<file path="config.mk">
export PLATFORM = sky130hd
export DESIGN_NAME = multicycle_ctrl_flat
export DESIGN_NICKNAME = d
export VERILOG_FILES = /design/src/rtl/multicycle_ctrl_if.sv /design/src/rtl/multicycle_ctrl.sv /design/src/flat_wrapper.sv
export SDC_FILE = /design/constraint.sdc
export NUM_CORES = 1
export LEC_CHECK = 0
export ABC_AREA = 1
export CAP_MARGIN = 20
export CORE_UTILIZATION = 49
export CTS_BUF_LIST = sky130_fd_sc_hd__clkbuf_8
export CTS_CLUSTER_DIAMETER = 150
export DETAILED_ROUTE_END_ITERATION = 6
export PLACE_DENSITY = 0.79
export SYNTH_ARGS = -nofsm -noshare
export SYNTH_HDL_FRONTEND = slang
export SYNTH_SLANG_ARGS = --single-unit
</file>
<file path="constraint.sdc">
create_clock -name clk -period 1.3 [get_ports clk]
set_input_delay 0.13 -clock clk [delete_from_list [all_inputs] [get_ports clk]]
set_output_delay 0.13 -clock clk [all_outputs]
set_load 0.02 [all_outputs]
</file>
<file path="src/rtl/multicycle_ctrl_if.sv">
// rtl/multicycle_ctrl_if.sv - memory handshake, decode and strobe bundle of the sequencer
interface multicycle_ctrl_if;
    logic imem_req;
    logic imem_ack;
    logic ir_we;
    logic dec_is_load;
    logic dec_is_store;
    logic dec_no_wb;
    logic dec_illegal;
    logic br_taken;
    logic dmem_req;
    logic dmem_we;
    logic dmem_ack;
    logic rf_we;
    logic pc_we;
    logic pc_sel;

    modport master (
        output imem_req, ir_we, dmem_req, dmem_we, rf_we, pc_we, pc_sel,
        input  imem_ack, dmem_ack, dec_is_load, dec_is_store, dec_no_wb,
               dec_illegal, br_taken
    );

    modport slave (
        input  imem_req, ir_we, dmem_req, dmem_we, rf_we, pc_we, pc_sel,
        output imem_ack, dmem_ack, dec_is_load, dec_is_store, dec_no_wb,
               dec_illegal, br_taken
    );
endinterface

</file>
<file path="src/rtl/multicycle_ctrl.sv">
// rtl/multicycle_ctrl.sv - multi-cycle RV32I sequencer: FETCH/DECODE/EXEC/MEM/WB with fault trap
module multicycle_ctrl #(
    parameter int MEM_TIMEOUT = 255,
    parameter int CNT_W       = 32
) (
    input  logic                  clk,
    input  logic                  rst_n,
    input  logic                  run,
    multicycle_ctrl_if.master     bus,
    output logic                  fault,
    output logic [2:0]            state,
    output logic [CNT_W-1:0]      instret
);
    typedef enum logic [2:0] {
        S_IDLE   = 3'd0,
        S_FETCH  = 3'd1,
        S_DECODE = 3'd2,
        S_EXEC   = 3'd3,
        S_MEM    = 3'd4,
        S_WB     = 3'd5,
        S_FAULT  = 3'd6
    } state_t;

    // Timer only has to count up to MEM_TIMEOUT-1 before the fault decision.
    localparam int TW = (MEM_TIMEOUT > 1) ? $clog2(MEM_TIMEOUT) : 1;
    localparam logic [TW-1:0] T_LIMIT = TW'((MEM_TIMEOUT > 0) ? (MEM_TIMEOUT - 1) : 0);

    state_t          state_q;
    state_t          state_d;
    logic            br_q;
    logic [TW-1:0]   timer_q;
    logic            waiting;
    logic            timed_out;

    assign waiting   = (state_q == S_FETCH) || (state_q == S_MEM);
    assign timed_out = (MEM_TIMEOUT != 0) && (timer_q == T_LIMIT);

    always_comb begin
        state_d = state_q;
        case (state_q)
            S_IDLE:   if (run) state_d = S_FETCH;
            // An ack on the limit cycle takes priority over the timeout.
            S_FETCH: begin
                if (bus.imem_ack)   state_d = S_DECODE;
                else if (timed_out) state_d = S_FAULT;
            end
            S_DECODE: state_d = bus.dec_illegal ? S_FAULT : S_EXEC;
            S_EXEC:   state_d = (bus.dec_is_load || bus.dec_is_store) ? S_MEM : S_WB;
            S_MEM: begin
                if (bus.dmem_ack)   state_d = S_WB;
                else if (timed_out) state_d = S_FAULT;
            end
            S_WB:     state_d = run ? S_FETCH : S_IDLE;
            S_FAULT:  state_d = S_FAULT;
            default:  state_d = S_IDLE;
        endcase
    end

    always_ff @(posedge clk or negedge rst_n) begin
        if (!rst_n) begin
            state_q <= S_IDLE;
            br_q    <= 1'b0;
            timer_q <= '0;
            instret <= '0;
        end else begin
            state_q <= state_d;
            if (state_q == S_EXEC) br_q <= bus.br_taken;
            if (state_q == S_WB)   instret <= instret + 1'b1;
            // Staying in a wait state means no ack yet; any transition restarts the count.
            if (waiting && (state_d == state_q)) timer_q <= timer_q + 1'b1;
            else                                 timer_q <= '0;
        end
    end

    assign bus.imem_req = (state_q == S_FETCH);
    assign bus.ir_we    = (state_q == S_FETCH) && bus.imem_ack;
    assign bus.dmem_req = (state_q == S_MEM);
    assign bus.dmem_we  = (state_q == S_MEM) && bus.dec_is_store;
    assign bus.rf_we    = (state_q == S_WB) && !bus.dec_no_wb;
    assign bus.pc_we    = (state_q == S_WB);
    assign bus.pc_sel   = (state_q == S_WB) && br_q;
    assign fault        = (state_q == S_FAULT);
    assign state        = state_q;
endmodule

</file>
<file path="src/flat_wrapper.sv">
// flat-port wrapper written by rule: the top's interface ports become plain ports
module multicycle_ctrl_flat 
#(
    parameter int MEM_TIMEOUT = 255,
    parameter int CNT_W       = 32
)
  (clk, rst_n, run, fault, state, instret, bus_imem_req, bus_ir_we, bus_dmem_req, bus_dmem_we, bus_rf_we, bus_pc_we, bus_pc_sel, bus_imem_ack, bus_dmem_ack, bus_dec_is_load, bus_dec_is_store, bus_dec_no_wb, bus_dec_illegal, bus_br_taken);
  multicycle_ctrl_if bus_i ();
  input  logic clk;
  input  logic rst_n;
  input  logic run;
  output logic fault;
  output logic [2:0] state;
  output logic [CNT_W-1:0] instret;
  output wire logic [$bits(bus_i.imem_req)-1:0] bus_imem_req;
  output wire logic [$bits(bus_i.ir_we)-1:0] bus_ir_we;
  output wire logic [$bits(bus_i.dmem_req)-1:0] bus_dmem_req;
  output wire logic [$bits(bus_i.dmem_we)-1:0] bus_dmem_we;
  output wire logic [$bits(bus_i.rf_we)-1:0] bus_rf_we;
  output wire logic [$bits(bus_i.pc_we)-1:0] bus_pc_we;
  output wire logic [$bits(bus_i.pc_sel)-1:0] bus_pc_sel;
  input wire logic [$bits(bus_i.imem_ack)-1:0] bus_imem_ack;
  input wire logic [$bits(bus_i.dmem_ack)-1:0] bus_dmem_ack;
  input wire logic [$bits(bus_i.dec_is_load)-1:0] bus_dec_is_load;
  input wire logic [$bits(bus_i.dec_is_store)-1:0] bus_dec_is_store;
  input wire logic [$bits(bus_i.dec_no_wb)-1:0] bus_dec_no_wb;
  input wire logic [$bits(bus_i.dec_illegal)-1:0] bus_dec_illegal;
  input wire logic [$bits(bus_i.br_taken)-1:0] bus_br_taken;
  assign bus_imem_req = bus_i.imem_req;
  assign bus_ir_we = bus_i.ir_we;
  assign bus_dmem_req = bus_i.dmem_req;
  assign bus_dmem_we = bus_i.dmem_we;
  assign bus_rf_we = bus_i.rf_we;
  assign bus_pc_we = bus_i.pc_we;
  assign bus_pc_sel = bus_i.pc_sel;
  assign bus_i.imem_ack = bus_imem_ack;
  assign bus_i.dmem_ack = bus_dmem_ack;
  assign bus_i.dec_is_load = bus_dec_is_load;
  assign bus_i.dec_is_store = bus_dec_is_store;
  assign bus_i.dec_no_wb = bus_dec_no_wb;
  assign bus_i.dec_illegal = bus_dec_illegal;
  assign bus_i.br_taken = bus_br_taken;
  multicycle_ctrl #(.MEM_TIMEOUT(MEM_TIMEOUT), .CNT_W(CNT_W)) u_core (.clk(clk), .rst_n(rst_n), .run(run), .bus(bus_i), .fault(fault), .state(state), .instret(instret));
endmodule
</file>
# Yosys cells after proc, flatten, opt, wreduce, memory -nomap -nowiden
# Cells that the tools add are included.
classes:
  add_sub_neg: 2
  n_eq_ne: 8
  n_mux: 9
  n_reduce_logical: 9
op_table:
  columns: ["operator", "count"]
  rows:
  - ["$add A32 B1 Y32 const B", 1]
  - ["$pmux W3 S7", 1]
  - ["$mux W3", 5]
  - ["$eq A3 B3 Y1 const B", 3]
  - ["$add A8 B1 Y8 const B", 1]
  - ["$eq A8 B8 Y1 const B", 1]
  - ["$mux W8", 1]
  - ["$eq A3 B2 Y1 const B", 2]
  - ["$logic_and A1 B1 Y1", 5]
  - ["$eq A3 B1 Y1 const B", 1]
  - ["$eq A3 B3 Y1", 1]
  - ["$logic_not A3 Y1", 1]
  - ["$logic_or A1 B1 Y1", 2]
  - ["$mux W1", 2]
  - ["$logic_not A1 Y1", 1]
word_totals:
  reg_bits: 44
  input_bits: 10
  out_inout_bits: 43
  wordCells: 32

# Longest topological paths before layout
logic_depth:
  depth_word: 7
  ltp_mapped: 9
  depth_no_buf: 9

# Worst setup path before layout
# No wires, ideal clock.
synth_path:
  path_kind: "register to register"
  start: "reg u_core.instret[1]"
  end: "reg u_core.instret[20]"
  setup_time_ns: 0.117
  t_arrival_ns: 1.447
  required_time_ns: 1.183
  path_slack_ns: -0.264
  stages_incl_launch_ff: 9
  n_path_buf: 0
  period_less_slack_ns: 1.564
  cell_sequence: "dfrtp_1 > ha_1 > nand2_1 > nor2_4 > nand4_2 > nor2_2 > nand2_1 > nand2_1 > nand2_1"
synth_via:
  elab_chain_cells: 1
synth_rtl:
  columns: ["element", "line", "source"]
  rows:
  - ["start, declared", "multicycle_ctrl.sv:12", "output logic [CNT_W-1:0] instret"]
  - ["start signal, assigned", "multicycle_ctrl.sv:68", "if (state_q == S_WB) instret <= instret + 1'b1;"]
  - ["$add A32 B1 Y32", "multicycle_ctrl.sv:68", null]
# Every way passes these cells.
# A chain may end at the register's enable or synchronous reset.

# Worst setup path after layout
layout_path:
  start: "reg u_core.state_q[1] (netlist: u_core.state[1])"
  end: "out bus_pc_sel"
layout_via:
  elab_chain_cells: 2
layout_rtl:
  columns: ["element", "line", "source"]
  rows:
  - ["start, declared", "multicycle_ctrl.sv:28", "state_t state_q;"]
  - ["start signal, assigned", "multicycle_ctrl.sv:66", "state_q <= state_d;"]
  - ["$eq A3 B3 Y1", "multicycle_ctrl.sv:81", "assign bus.pc_sel = (state_q == S_WB) && br_q;"]
  - ["$logic_and A1 B1 Y1", "multicycle_ctrl.sv:81", null]
  - ["end, declared", "flat_wrapper.sv:21", "output wire logic [$bits(bus_i.pc_sel)-1:0] bus_pc_sel;"]
# Every way passes these cells.

==> results.json <==
{
  "dp_hpwl_mm": 5.390,
  "hold_violations": 0,
  "vias_per_cell": 5.450,
  "syn_to_final_growth_pct": 66.02,
  "power_leakage_uw": 0.002231,
  "setup_viol_count_final": 50,
  "ys_seq_area_frac": 0.4046,
  "cts_tree": "yes",
  "required_ps": 1170,
  "gp_congestion": 0.8593,
  "synth.area.mux_share": 0,
  "synthSimpleGateAreaFrac": 0.4326,
  "drive_gt1_frac": 0.4589,
  "final.setup_skew_ps": 13.78,
  "worst_ep_arrival_time_ps": 1510,
  "maxCapViolCount": 0,
  "final_cells": 593,
  "routedWlPerCell_um": 17.20,
  "hold_class": "primary input to asynchronous set/reset pin",
  "ys_warn_count": 0,
  "grt_pass1_wl_mm": 13.88,
  "routed_wl_mm": 10.20,
  "first_pass_iters": 5,
  "synth_cell_type_count": 33,
  "final.min_clock_period_ps": 1644,
  "p_total_uw": 2348,
  "ios": 53,
  "finalMaxSlewViolations": 0,
  "cts.clk_slew.worst_paths_ps": 90,
  "synthAdderAreaFrac": 0.01379,
  "max_slew.worst_pin.slew_ps": 447.9,
  "fillerInstances": 275,
  "end_kind": "output pin",
  "p_per_area_nw_per_um2": 519.6,
  "clock_sinks": 44,
  "violations": "setup timing",
  "synth_top_family_by_area": "simple AND/OR/NAND/NOR gates",
  "cp-start-kind": "flop",
  "path_class": "flop to output pin",
  "fp.dieW_um": 76.53,
  "dieHeight_um": 76.53,
  "period_share": 1.265,
  "synth_cells": 378,
  "track_usage": 0.3000,
  "fmax_mhz": 608.1,
  "finish.utilization": 0.8626,
  "yosys_register_bits": 44,
  "core_um2": 5238,
  "synth_compound_area_frac": 0.02345,
  "cp_max_fo": 4,
  "ir_drop_v": 0.0004313,
  "die_area_um2": 5856,
  "io_buffer_count": 52,
  "fin_ws_ps": -344.3,
  "antenna_left": 0,
  "avgSynthCellArea_um2": 7.199,
  "vias": 3232,
  "overflow": 0,
  "synth_xor_area_frac": 0.06437,
  "layout.nets": 535,
  "synthesis.area_um2": 2721,
  "drtIter0Drc": 280,
  "insertion_delay_ps": 310,
  "synth.net_count": 391,
  "place_inst": 545,
  "drc": 0,
  "antenna_found_initial": 0,
  "htree_levels": 2,
  "status": "finished, violations left",
  "insertedDiodeCount": 0,
  "clockBufferDepth": 2,
  "cts_root_buffer": "clkbuf_8",
  "numCtsBuffers": 5,
  "initial_core_util": 0.5196,
  "max_slew_margin": 0.7014,
  "grt_max_degree": 28,
  "rows": 26,
  "grt_pass1_vias": 3065,
  "rsz0062_at_grt": "true"
}
## stage by stage
stage                     worst slack [ps]  hold slack, ps  TNS, ps  instance area [um2]
after global placement              -229.9           98.79    -4938                 3752
after floorplan                     -89.36          -165.6   -716.4                 2784
final                               -344.3           280.4    -9975                 4518
after detailed placement            -272.4           96.81    -6528                 3752
after global routing                -367.4           322.1   -11750                 4518
after CTS                           -225.5           311.6    -4514                 4243
## state kept, by name, indices dropped and copies added (netlist names)
| name | cells |
|---|---|
| u_core.instret | 32 |
| u_core.timer_q | 8 |
| u_core.br_q | 1 |
| u_core.state | 3 |
## cells in the final DEF, fill, tap and decap left out, types with 2 or more instances in the layout
master,instances
inv_1,34
nor2_1,31
xnor2_2,4
dfrtp_2,22
nand2_4,5
dlygate4sd2_1,19
nand2_1,122
nand4_1,3
clkdlybuf4s50_1,8
buf_2,3
buf_4,64
nor3_4,3
nand2_2,19
buf_6,28
dfrtp_1,22
inv_2,5
xor2_1,12
nor2_4,16
buf_12,5
a21oi_2,2
clkbuf_2,11
clkbuf_8,6
xnor2_1,4
nand3_2,5
nand3_4,4
nand3b_1,10
ha_1,2
inv_4,3
nor2_2,25
nand3_1,11
## cell usage after synthesis
| library cell | number | area [um2] |
|---|---|---|
| nand2_1 | 140 | 525.5 |
| nor2_1 | 65 | 244.0 |
| dfrtp_1 | 44 | 1101 |
| inv_1 | 36 | 135.1 |
| nand3_1 | 15 | 75.07 |
| xor2_1 | 12 | 105.1 |
| nand3b_1 | 10 | 75.07 |
| xnor2_1 | 8 | 70.07 |
| nand2_2 | 5 | 31.28 |
| inv_2 | 4 | 15.01 |
| nand3_2 | 4 | 40.04 |
| nor2_4 | 4 | 45.04 |
| ha_1 | 3 | 37.54 |
| nand4_1 | 3 | 18.77 |
| nor2_2 | 3 | 18.77 |
| a21oi_1 | 2 | 10.01 |
| nor3_1 | 2 | 10.01 |
| nor3_4 | 2 | 32.53 |
| o21ai_0 | 2 | 10.01 |
| a31o_2 | 1 | 8.760 |
| a31oi_1 | 1 | 6.260 |
| and3_1 | 1 | 6.260 |
| buf_2 | 1 | 5.000 |
| buf_4 | 1 | 7.510 |
| clkbuf_1 | 1 | 3.750 |
| nand2_4 | 1 | 11.26 |
| nand3_4 | 1 | 17.52 |
| nand4_2 | 1 | 12.51 |
| nor3b_1 | 1 | 7.510 |
| o211ai_2 | 1 | 12.51 |
| o21bai_1 | 1 | 7.510 |
| o311ai_0 | 1 | 8.760 |
| or2_1 | 1 | 6.260 |
## layer usage
layer | global-route usage | vias to the layer above | wire length [um]
li1 | - | 1451 | -
met1 | 0.3333 | 1542 | 3703
met2 | 0.5486 | 177 | 5439
met3 | 0.05269 | 62 | 494
met4 | 0.1462 | 0 | 561
met5 | 0 | - | 0
## cell type report
cell class	instances	area, um2	area share
flip-flops and latches	44	1129	0.2498
clock buffers	6	82.58	0.01828
clock inverters	2	7.507	0.001662
inverters	40	157.7	0.03489
well taps	70	87.58	0.01939
multi-input cells	291	1821	0.4029
repair buffers	140	1234	0.2731
## worst paths after layout
| check | startpoint | endpoint | slack [ps] | cells past startpoint |
|---|---|---|---|---|
| min in group clk | bus_br_taken | u_core.br_q | 390 | 3 |
| max | u_core.state[1] | bus_pc_sel | -340 | 7 |
| min | rst_n | u_core.instret[9] | 280 | 2 |
| max in group asynchronous | rst_n | u_core.instret[27] | 500 | 3 |
| max reg2reg | u_core.state[1] | u_core.instret[20] | -330 | 10 |
| min reg2reg | u_core.instret[15] | u_core.instret[15] | 500 | 1 |
## report_power, final
part	switching (uW)	leakage [uW]	internal, uW
Combinational	38.4	0.00161	32.7
Sequential	0	0.000565	1370
Clock	491	0.0000538	419
Total	529	0.00223	1820
## kinds of logic after synthesis
| family | count (synthesis) |
|---|---|
| AOI/OAI and AO/OA | 9 |
| buffers and inverters | 43 |
| and+or+nand+nor | 259 |
| DFF | 44 |
| adders and majority gates | 3 |
| xor gates and xnor gates | 20 |
## critical path: stages, from the launching register on
cell,delay [ps]
dfrtp_2,440
inv_4,90
nand3_4,90
buf_4,160
buf_12,120
buf_6,120
nor2_4,70
buf_6,120
## timing repair
item,CTS,global route
buffers inserted,23,18
endpoints found under the setup margin,80,66
resized for setup,162,71
pin swaps,28,25
hold endpoints to repair,17,0
hold buffers,1,0
Note: power is estimated with default switching activity, not from simulation.
